### config.mk
export PLATFORM = sky130hd
export DESIGN_NAME = mem_port_arbiter
export DESIGN_NICKNAME = d
export VERILOG_FILES = /design/src/rtl/mem_port_arbiter.sv
export SDC_FILE = /design/constraint.sdc
export NUM_CORES = 1
export LEC_CHECK = 0
export CORE_UTILIZATION = 44
export DETAILED_ROUTE_END_ITERATION = 8
export HOLD_SLACK_MARGIN = 0.05
export PLACE_DENSITY = 0.85
export SYNTH_ARGS = -nofsm -noshare
export SYNTH_HDL_FRONTEND = slang
export SYNTH_SLANG_ARGS = --single-unit
### constraint.sdc
create_clock -name clk -period 5.5 [get_ports clk]
set_clock_uncertainty 0.1 [all_clocks]
set_input_delay 0.825 -clock clk [delete_from_list [all_inputs] [get_ports clk]]
set_output_delay 0.825 -clock clk [all_outputs]
set_load 0.01 [all_outputs]
### src/rtl/mem_port_arbiter.sv
// Two-port SRAM arbiter: instruction fetch and data ports share one SRAM through an
// IDLE/ACCESS/DONE sequencer with data-first priority and a fetch anti-starvation counter.
module mem_port_arbiter #(
    parameter int WORD_WIDTH   = 32,
    parameter int WAIT_CYCLES  = 3,
    parameter int STARVE_LIMIT = 2
) (
    input  logic                  clk,
    input  logic                  rst,
    input  logic                  if_req,
    input  logic [WORD_WIDTH-1:0] if_addr,
    output logic [WORD_WIDTH-1:0] if_rdata,
    output logic                  if_ready,
    input  logic                  mem_rd,
    input  logic                  mem_wr,
    input  logic [WORD_WIDTH-1:0] mem_addr,
    input  logic [WORD_WIDTH-1:0] mem_wdata,
    output logic [WORD_WIDTH-1:0] mem_rdata,
    output logic                  mem_ready,
    output logic                  if_stall,
    output logic                  mem_stall,
    output logic [WORD_WIDTH-1:0] sram_addr,
    output logic [WORD_WIDTH-1:0] sram_wdata,
    output logic                  sram_re,
    output logic                  sram_we,
    input  logic [WORD_WIDTH-1:0] sram_rdata
);
    typedef enum logic [1:0] {IDLE, ACCESS, DONE} state_t;

    localparam logic [3:0] WAIT_INIT  = 4'(WAIT_CYCLES - 1);
    localparam logic [2:0] STARVE_MAX = 3'(STARVE_LIMIT);

    state_t                state_q, state_d;
    logic [3:0]            wait_cnt_q, wait_cnt_d;
    logic [2:0]            starve_cnt_q, starve_cnt_d;
    logic                  grant_if_q, grant_if_d;
    logic                  write_q, write_d;
    logic [WORD_WIDTH-1:0] sram_addr_q, sram_addr_d;
    logic [WORD_WIDTH-1:0] sram_wdata_q, sram_wdata_d;
    logic [WORD_WIDTH-1:0] if_rdata_q, if_rdata_d;
    logic [WORD_WIDTH-1:0] mem_rdata_q, mem_rdata_d;
    logic                  mem_req;
    logic                  pick_if;

    assign mem_req = mem_rd | mem_wr;
    // Fetch only wins over a pending data request once the data port has had its quota.
    assign pick_if = if_req & (~mem_req | (starve_cnt_q == STARVE_MAX));

    always_ff @(posedge clk or negedge rst) begin
        if (!rst) begin
            state_q      <= IDLE;
            wait_cnt_q   <= '0;
            starve_cnt_q <= '0;
            grant_if_q   <= 1'b0;
            write_q      <= 1'b0;
            sram_addr_q  <= '0;
            sram_wdata_q <= '0;
            if_rdata_q   <= '0;
            mem_rdata_q  <= '0;
        end else begin
            state_q      <= state_d;
            wait_cnt_q   <= wait_cnt_d;
            starve_cnt_q <= starve_cnt_d;
            grant_if_q   <= grant_if_d;
            write_q      <= write_d;
            sram_addr_q  <= sram_addr_d;
            sram_wdata_q <= sram_wdata_d;
            if_rdata_q   <= if_rdata_d;
            mem_rdata_q  <= mem_rdata_d;
        end
    end

    always_comb begin
        state_d      = state_q;
        wait_cnt_d   = wait_cnt_q;
        starve_cnt_d = starve_cnt_q;
        grant_if_d   = grant_if_q;
        write_d      = write_q;
        sram_addr_d  = sram_addr_q;
        sram_wdata_d = sram_wdata_q;
        if_rdata_d   = if_rdata_q;
        mem_rdata_d  = mem_rdata_q;
        case (state_q)
            IDLE: begin
                if (if_req | mem_req) begin
                    state_d    = ACCESS;
                    wait_cnt_d = WAIT_INIT;
                    grant_if_d = pick_if;
                    if (pick_if) begin
                        sram_addr_d  = if_addr;
                        write_d      = 1'b0;
                        starve_cnt_d = '0;
                    end else begin
                        sram_addr_d  = mem_addr;
                        sram_wdata_d = mem_wdata;
                        write_d      = mem_wr;
                        if (if_req && (starve_cnt_q != STARVE_MAX)) begin
                            starve_cnt_d = starve_cnt_q + 3'd1;
                        end
                    end
                end
            end
            ACCESS: begin
                if (wait_cnt_q == 4'd0) begin
                    state_d = DONE;
                    if (!write_q) begin
                        if (grant_if_q) begin
                            if_rdata_d = sram_rdata;
                        end else begin
                            mem_rdata_d = sram_rdata;
                        end
                    end
                end else begin
                    wait_cnt_d = wait_cnt_q - 4'd1;
                end
            end
            DONE: begin
                state_d = IDLE;
            end
            default: begin
                state_d = IDLE;
            end
        endcase
    end

    always_comb begin
        sram_re   = (state_q == ACCESS) & ~write_q;
        sram_we   = (state_q == ACCESS) & write_q;
        if_ready  = (state_q == DONE) & grant_if_q;
        mem_ready = (state_q == DONE) & ~grant_if_q;
    end

    assign if_stall   = if_req & ~if_ready;
    assign mem_stall  = mem_req & ~mem_ready;
    assign sram_addr  = sram_addr_q;
    assign sram_wdata = sram_wdata_q;
    assign if_rdata   = if_rdata_q;
    assign mem_rdata  = mem_rdata_q;
endmodule

# Word level (Yosys, flattened, before mapping)
# Index checks and enable logic that the tools add are counted.
totals:
  regBits: 139
  latchBits: 0
  mem_bits_rw: 0
  romBits: 0
  input_bits: 133
  output_inout_bits: 134
  wordCells: 56
  mem_count: 0
classes:
  add_sub_neg: 2
  n_mul: 0
  div: 0
  n_lt_le_gt_ge: 0
  eq_ne: 7
  shift: 0
  n_mux: 10
  bitwise: 16
  n_reduce_logical: 12
op_table:
  columns: ["operator", "count"]
  rows:
  - ["$mux W32", 1]
  - ["$reduce_and A3 Y1", 3]
  - ["$mux W4", 2]
  - ["$pmux W4 S2", 1]
  - ["$reduce_and A4 Y1", 2]
  - ["$and A1 B1 Y1", 7]
  - ["$mux W3", 2]
  - ["$ne A2 B2 Y1 const B", 3]
  - ["$not A1 Y1", 6]
  - ["$logic_not A4 Y1", 1]
  - ["$mux W2", 2]
  - ["$pmux W2 S2", 1]
  - ["$reduce_and A2 Y1", 2]
  - ["$reduce_bool A2 Y1", 2]
  - ["$sub A4 B1 Y4 const B", 1]
  - ["$add A3 B1 Y3 const B", 1]
  - ["$eq A3 B2 Y1 const B", 1]
  - ["$ne A3 B2 Y1 const B", 1]
  - ["$or A1 B1 Y1", 3]
  - ["$eq A2 B1 Y1 const B", 1]
  - ["$eq A2 B2 Y1 const B", 1]
  - ["$logic_not A2 Y1", 1]
  - ["$logic_and A1 B1 Y1", 1]
  - ["$mux W1", 1]

# Longest topological paths before layout
# Gate-level depths: netlist (run 1).
depth:
  ltp_word: 6
  depth_mapped: 7
  depth_no_buf: 5

# Least setup slack after synthesis (run 1)
# OpenSTA, ideal clock, no wires.
synth_timing:
  kind: "input port to flip-flop"
  startpoint: "input mem_wr"
  endpoint: "register sram_wdata_q[0], in the netlist sram_wdata[0]"
  setup_ns: 0.125
  arrival_time_ns: 1.946
  t_required_ns: 5.275
  path_slack_ns: 3.330
  stages: 5
  n_path_buf: 2
  path_cell_list: "nor2_1 > a2111oi_2 > buf_4 > buf_4 > mux2_2"
synth_between:
  elab_chain_cells: 6
  elab_cells_between_ends: 7
  classes_between: "6 x bitwise; 1 x reduce/logical"
synth_lines:
  columns: ["element", "line_no", "text"]
  rows:
  - ["start: declaration", "15", "input logic mem_wr,"]
  - ["$or A1 B1 Y1 *", "45", "assign mem_req = mem_rd | mem_wr;"]
  - ["$not A1 Y1", "47", "assign pick_if = if_req & (~mem_req | (starve_cnt_q == STARVE_MAX));"]
  - ["$or A1 B1 Y1", "47", null]
  - ["$and A1 B1 Y1", "47", null]
  - ["$not A1 Y1 (no source line)", null, null]
  - ["$reduce_and A3 Y1 (no source line) *", null, null]
  - ["end signal: assignment", "67", "sram_wdata_q <= sram_wdata_d;"]
  - ["end: declaration", "39", "logic [WORD_WIDTH-1:0] sram_wdata_q, sram_wdata_d;"]
# Every way passes the cells marked *; elsewhere a longest branch is shown, timed or not.
# A chain may end at the register's enable or synchronous reset.

# Worst setup path in the final report (run 1)
layout_timing:
  startpoint: "input mem_wr"
  endpoint: "output mem_stall"
layout_between:
  elab_chain_cells: 2
layout_lines:
  columns: ["element", "line_no", "text"]
  rows:
  - ["$or A1 B1 Y1", "45", null]
  - ["$and A1 B1 Y1", "134", "assign mem_stall = mem_req & ~mem_ready;"]
  - ["end: declaration", "21", "output logic mem_stall,"]
# Every way passes these cells.

==> flow_metrics.py, run 1 <==
metrics = {
    "logic_synthesis": {
        "synth_mux_area_frac": 0.192,
        "ys_seq_area_frac": 0.617,
        "avgSynthCellArea_um2": 15.1,
        "syn-num-nets": 511,
        "synth_xor_area_frac": 0,
        "synth_top_family_by_area": "multiplexers",
        "synth_simple_gate_area_share": 0.0335,
        "syn_area_um2": 5640,
        "yosys_register_bits": 139,
        "syn_inst": 374,
        "synth_fa_ha_area_frac": 0.00887,
        "yosysWarnings": 0,
        "synth_cell_types": 37,
        "synth_compound_area_frac": 0.121,
    },
    "critical_path": {
        "crit_path_top_delay_cell": "clkdlybuf4s50_1",
        "reg2reg_from": "wait_cnt_q[0]",
        "r2r-end": "mem_rdata[10]",
        "cp_data_required_time_ns": 4.58,
        "critPathLaunch": "mem_wr",
        "path_cells": "clkdlybuf4s50_1 > nor2_1 > nor2_1 > clkdlybuf4s50_1",
        "slowest_delay_ns": 0.49,
        "crit_fanout": 5,
        "critPathLaunchType": "input port",
        "end_kind": "output port",
        "r2r_setup_slack_ns": 2.83,
        "reg2reg_depth": 6,
        "arrival_ns": 2.21,
        "path_class": "in -> out",
    },
    "detailed_routing": {
        "drtIter0Drc": 204,
        "wirelength_mm": 15.0,
        "routedWlPerCell_um": 18.3,
        "num_vias": 4291,
        "vias_per_cell": 5.23,
        "drt_pass1_iterations": 4,
        "ant_nets": 0,
        "drcViolationCount": 0,
    },
    "sta": {
        "rsz0062_at_grt": "no",
        "slew_viol_final": 0,
        "worst_pin_slew_ns": 1.01,
        "fin_tns_setup_ns": 0,
        "setup_viol": 0,
        "report.final.hold_viol_count": 0,
        "slew_headroom": 0.328,
        "fin_crit_ns": 3.13,
        "worst_hold_slack_ns": 0.325,
        "maxClockFrequency_ghz": 0.319,
        "finalCritPeriodShare": 0.569,
    },
    "die": {
        "ios": 267,
        "fp.dieH_um": 115,
        "core_um2": 12300,
        "dieArea_um2": 13300,
        "num_rows": 40,
        "chipWidth_um": 115,
        "start_util": 0.460,
    },
    "finish": {
        "synthToLayoutAreaGrowth_pct": 59.9,
        "utilization": 0.736,
        "antenna_cells": 0,
        "fin_cells": 821,
        "fin_nets": 777,
        "num-fill-cells": 818,
        "layout-drive-gt1-share": 0.199,
    },
    "clock_tree": {
        "clk_pin_slew_ns": 0.06,
        "cts-buffers-inserted": 17,
        "cts_hold_buf": 0,
        "clock-sinks": 139,
        "cts_max_path_buffers": 2,
        "htreeDepth": 4,
        "clkLatencyLatePin_ns": 0.41,
        "cts_tree": "yes",
        "post_cts_buffers": 0,
        "clockRootBuffer": "clkbuf_16",
        "cts.repair.resized": 0,
    },
    "power_and_ir_drop": {
        "cellPowerDensity_nw_per_um2": 598,
        "irDropWorstVdd_mv": 0.334,
        "leakage_nw": 3.75,
    },
    "run_status": {
        "outcome": "finished clean",
    },
    "worst_hold_path": {
        "min_path_type": "in -> async",
    },
    "placement": {
        "place_inst": 789,
        "dp_hpwl_mm": 10.7,
        "gp_congestion": 0.869,
        "io_buffers": 266,
    },
    "global_route": {
        "antenna_found_initial": 0,
        "grt-ovfl-total": 0,
        "gr-usage-all-layers": 0.237,
        "grt_pass1_vias": 4612,
        "grt_first_pass_wirelength_mm": 23.5,
        "grt_max_degree": 73,
    },
    "run": {
        "maxCapViolations": 0,
    },
}
Yosys cell counts (all sizes together):
library cell,instances,area share
dfrtp,139,0.62
mux2,96,0.19
a21boi,33,0.044
a221o,32,0.057
buf,17,0.021
clkbuf,7,0.0047
nand2,5,0.0033
ha,4,0.0089
inv,4,0.0027
nor2,4,0.0027
o21ai,4,0.0035
nor2b,3,0.0033
nor3b,3,0.0049
or3,3,0.0033
nand2b,2,0.0022
or3b,2,0.0035
a2111oi,1,0.0027
a21o,1,0.0013
a221oi,1,0.0016
a22o,1,0.0016
a31o,1,0.0016
a41o,1,0.0018
and2,1,0.0011
and3b,1,0.0016
nand3,1,0.00089
nor4,1,0.0038
nor4b,1,0.0016
o211ai,1,0.0013
o21ba,1,0.0018
o2bb2ai,1,0.0016
o311ai,1,0.0016
or4,1,0.0013
kinds of logic (layout without fill, tap and decap cells):
family / Yosys count / count (layout)
adders and majority gates: 4 / 4
muxes: 96 / 96
DFF: 139 / 139
buffers and inverters: 28 / 307
AOI/OAI and AO/OA: 79 / 79
and+or+nand+nor: 28 / 28
cells in the final DEF (no fill, tap or decap), drive strengths merged:
cell type      netlist  final
dfrtp              139    139
a22o                 1      1
a221oi               1      1
nor2                 4      4
a21boi              33     33
ha                   4      4
nor3b                3      3
nor2b                3      3
nor4                 1      1
nor4b                1      1
or4                  1      1
or3                  3      3
clkdlybuf4s50        0    265
a31o                 1      1
and3b                1      1
and2                 1      1
clkinv               0      5
inv                  4      4
mux2                96     96
or3b                 2      2
a2111oi              1      1
clkbuf               7     25
o21ba                1      1
o21ai                4      4
a21o                 1      1
bufinv               0      2
a41o                 1      1
o2bb2ai              1      1
o311ai               1      1
o211ai               1      1
nand3                1      1
nand2b               2      2
a221o               32     32
nand2                5      5
buf                 17      6
sequential cells by signal, indices dropped and copies added (netlist names):
name          cells
write_q           1
if_rdata         32
wait_cnt_q        4
mem_rdata        32
starve_cnt_q      3
sram_addr        32
grant_if_q        1
state_q           2
sram_wdata       32
metal layers:
| metal | vias to the layer above | track usage | routed length [um] |
|---|---|---|---|
| met4 | 0 | 0.124 | 426 |
| met5 | - | 0 | 0 |
| met2 | 196 | 0.408 | 7790 |
| li1 | 1934 | - | - |
| met1 | 2128 | 0.256 | 5570 |
| met3 | 33 | 0.0875 | 1230 |
worst max path at each step:
stage	to	slack, ns	cells after the start
after floorplan	sram_wdata[0]	3.33	5
after CTS	mem_stall	2.36	4
after global routing	mem_stall	2.31	4
after detailed placement	mem_stall	2.35	4
final	mem_stall	2.37	4
after global placement	mem_stall	2.39	4
metrics by stage:
step | total power (W) | area, um^2 | worst slack (ns)
floorplan | 0.00294 | 5640 | 3.33
global route | 0.00570 | 9020 | 2.31
global placement | 0.00419 | 8420 | 2.39
CTS | 0.00545 | 9020 | 2.36
detailed placement | 0.00428 | 8420 | 2.35
finish | 0.00539 | 9020 | 2.37
where the power goes:
| part | leakage [nW] | switching (W) | internal, W |
|---|---|---|---|
| clock | 0.303 | 0.000404 | 0.000736 |
| combinational | 1.78 | 0.000940 | 0.00147 |
| sequential | 1.67 | 0.000297 | 0.00154 |
| total | 3.75 | 0.00164 | 0.00375 |
worst max-delay path, delay by kind of cell:
| family | cells | cell delay, ns |
|---|---|---|
| simple gates | 2 | 0.46 |
| buf+inv | 2 | 0.92 |
layout make-up:
type	count	area, um^2	share of cell area
clock buffer	25	515	0.0572
clock inverter	7	85.1	0.00943
tap	168	210	0.0233
inverter	4	15.0	0.00166
multi-input combinational	207	2010	0.223
timing repair buffer	271	2700	0.299
sequential	139	3480	0.386
(Power assumes the default switching activity.)
==> run 2: changes to the inputs <==
Settings changed: CORE_UTILIZATION 44 to 41, PLACE_DENSITY 0.85 to 0.8.
Clock period 5.5 ns to 3.14 ns, I/O delays scaled along.
==> run 2 against run 1 <==
Wire length increased by 2.9%. Sequential share of layout area down 0.32 points. Sequential cell count did not move. Combinational power grew 78%. Core utilization decreased by 5.4 points. Cell count increased by 1.3%. Non-clock buffer count increased by 4. Design area is 0.83% higher. Clock-buffer cell count is 6 lower. First-iteration DRC count grew 13%. Global-route usage down 0.88 points. Clock power is 79% higher. Largest cell class unchanged. Highest routed layer unchanged.
==> flow_metrics.py, run 2 (same netlist as run 1, synthesis figures left out) <==
metrics = {
    "clock_tree": {
        "post_cts_buffers": 0,
        "cts_max_path_buffers": 2,
        "clock-sinks": 139,
        "clockRootBuffer": "clkbuf_16",
        "cts_hold_buf": 1,
        "cts-buffers-inserted": 17,
        "clkLatencyLatePin_ns": 0.41,
        "cts.repair.resized": 0,
        "clk_pin_slew_ns": 0.06,
        "htreeDepth": 4,
        "cts_tree": "yes",
    },
    "critical_path": {
        "cp_data_required_time_ns": 2.57,
        "arrival_ns": 1.93,
        "crit_path_top_delay_cell": "clkdlybuf4s50_1",
        "crit_fanout": 9,
        "path_class": "reg -> out",
        "critPathLaunchType": "register",
        "end_kind": "output port",
        "cp.buffers_inverters": 1,
        "slowest_delay_ns": 0.55,
        "crit_family": "buffers and inverters",
        "path_cells": "nor2b_1 > and2_1 > clkdlybuf4s50_1",
    },
    "global_route": {
        "grt_first_pass_wirelength_mm": 24.6,
        "gr-usage-all-layers": 0.229,
        "grt_max_degree": 88,
        "antenna_found_initial": 0,
        "grt-ovfl-total": 0,
        "grt_pass1_vias": 4720,
    },
    "die": {
        "num_rows": 42,
        "chipWidth_um": 119,
        "core_um2": 13300,
        "fp.dieH_um": 119,
        "ios": 267,
        "start_util": 0.423,
        "dieArea_um2": 14200,
    },
    "run_status": {
        "outcome": "finished clean",
    },
    "placement": {
        "dp_hpwl_mm": 11.1,
        "dpl_cell_area_um2": 8480,
        "gp_congestion": 0.765,
        "io_buffers": 266,
        "pre_cts_slack_ns": 0.640,
    },
    "sta": {
        "report.final.hold_viol_count": 0,
        "slew_viol_final": 0,
        "setup_viol": 0,
        "worst_pin_slew_ns": 0.791,
        "rsz0062_at_grt": "no",
        "finalWorstSetupSlack_ns": 0.639,
        "fin_tns_setup_ns": 0,
        "finalCritPeriodShare": 0.797,
        "fin_crit_ns": 2.50,
        "maxClockFrequency_ghz": 0.400,
        "slew_headroom": 0.473,
    },
    "power_and_ir_drop": {
        "irDropWorstVdd_mv": 0.517,
        "cellPowerDensity_nw_per_um2": 1050,
        "power.switching_fraction": 0.304,
        "pwr-share-clk": 0.214,
        "switchingPower_w": 0.00290,
        "power_frac_comb": 0.449,
        "leakage_nw": 3.77,
        "internal_power_w": 0.00663,
        "seqPwrFrac": 0.337,
    },
    "detailed_routing": {
        "routedWlPerCell_um": 18.6,
        "ant_nets": 0,
        "vias_per_cell": 5.21,
        "drt_pass1_iterations": 4,
        "drcViolationCount": 0,
        "num_vias": 4332,
        "drtIter0Drc": 230,
        "wirelength_mm": 15.5,
    },
    "finish": {
        "final_common_cell": "clkdlybuf4s50_1",
        "multiInputGateArea_um2": 2020,
        "layout-drive-gt1-share": 0.203,
        "antenna_cells": 0,
        "stdcell_area_um2": 9090,
        "num-fill-cells": 993,
        "layout_common_cells": "clkdlybuf4s50_1 (265), dfrtp_1 (139), mux2_2 (88)",
        "synthToLayoutAreaGrowth_pct": 61.2,
        "fin_nets": 781,
        "regArea_um2": 3480,
    },
    "run": {
        "maxCapViolations": 0,
    },
    "worst_hold_path": {
        "min_path_type": "reg -> reg",
    },
}
==> run 2: stage by stage <==
step,hold slack (ns),std cells,power [W],utilization
2_1_floorplan,0.0754,374,0.00515,-
3_3_place_gp,0.366,800,0.00735,0.635
3_5_place_dp,0.375,800,0.00753,0.635
4_1_cts,0.388,832,0.00964,0.681
5_1_grt,0.406,832,0.0101,0.681
6_report,0.387,832,0.00954,0.681
==> run 2: routing by layer <==
layer	track usage	routed length [um]	vias to the layer above
met2	0.380	7820	218
met3	0.0886	1380	39
met1	0.253	5730	2138
met5	0	0	-
met4	0.121	527	0
li1	-	-	1937
==> run 2: worst reg2reg max path, cell delays in order, from the launching register on <==
cell and delay [ns]:
dfrtp_1 0.41, inv_1 0.10, ha_1 0.17, or3b_4 0.42
nor4_4 0.13, buf_4 0.43, mux2_2 0.43
==> run 2: final cells by class <==
cell class	count	area share
clock buffers	19	0.0476
clock inverters	12	0.0190
inverters	4	0.00165
multi-input cells	207	0.222
flip-flops and latches	139	0.382
well taps	176	0.0242
repair buffers	275	0.303
==> run 2: worst paths after layout <==
| path | slack [ns] | endpoint | depth (start not counted) | start |
|---|---|---|---|---|
| max in group asynchronous | 1.56 | sram_wdata[10] | 3 | rst |
| worst max register to register | 0.83 | mem_rdata[16] | 6 | wait_cnt_q[0] |
| worst min register to register | 0.39 | mem_rdata[4] | 1 | mem_rdata[4] |
| min in group asynchronous | 0.56 | sram_wdata[15] | 2 | rst |
| worst min-delay path | 0.39 | mem_rdata[4] | 1 | mem_rdata[4] |
| worst max-delay path | 0.64 | sram_we | 3 | state_q[0] |
==> run 2: power by group through the flow <==
stage	registers, W	logic [W]	clock network [W]
floorplan	0.00356	0.00159	0
global placement	0.00318	0.00417	0
detailed placement	0.00323	0.00431	0
CTS	0.00322	0.00432	0.00210
global route	0.00334	0.00455	0.00219
finish	0.00321	0.00428	0.00204
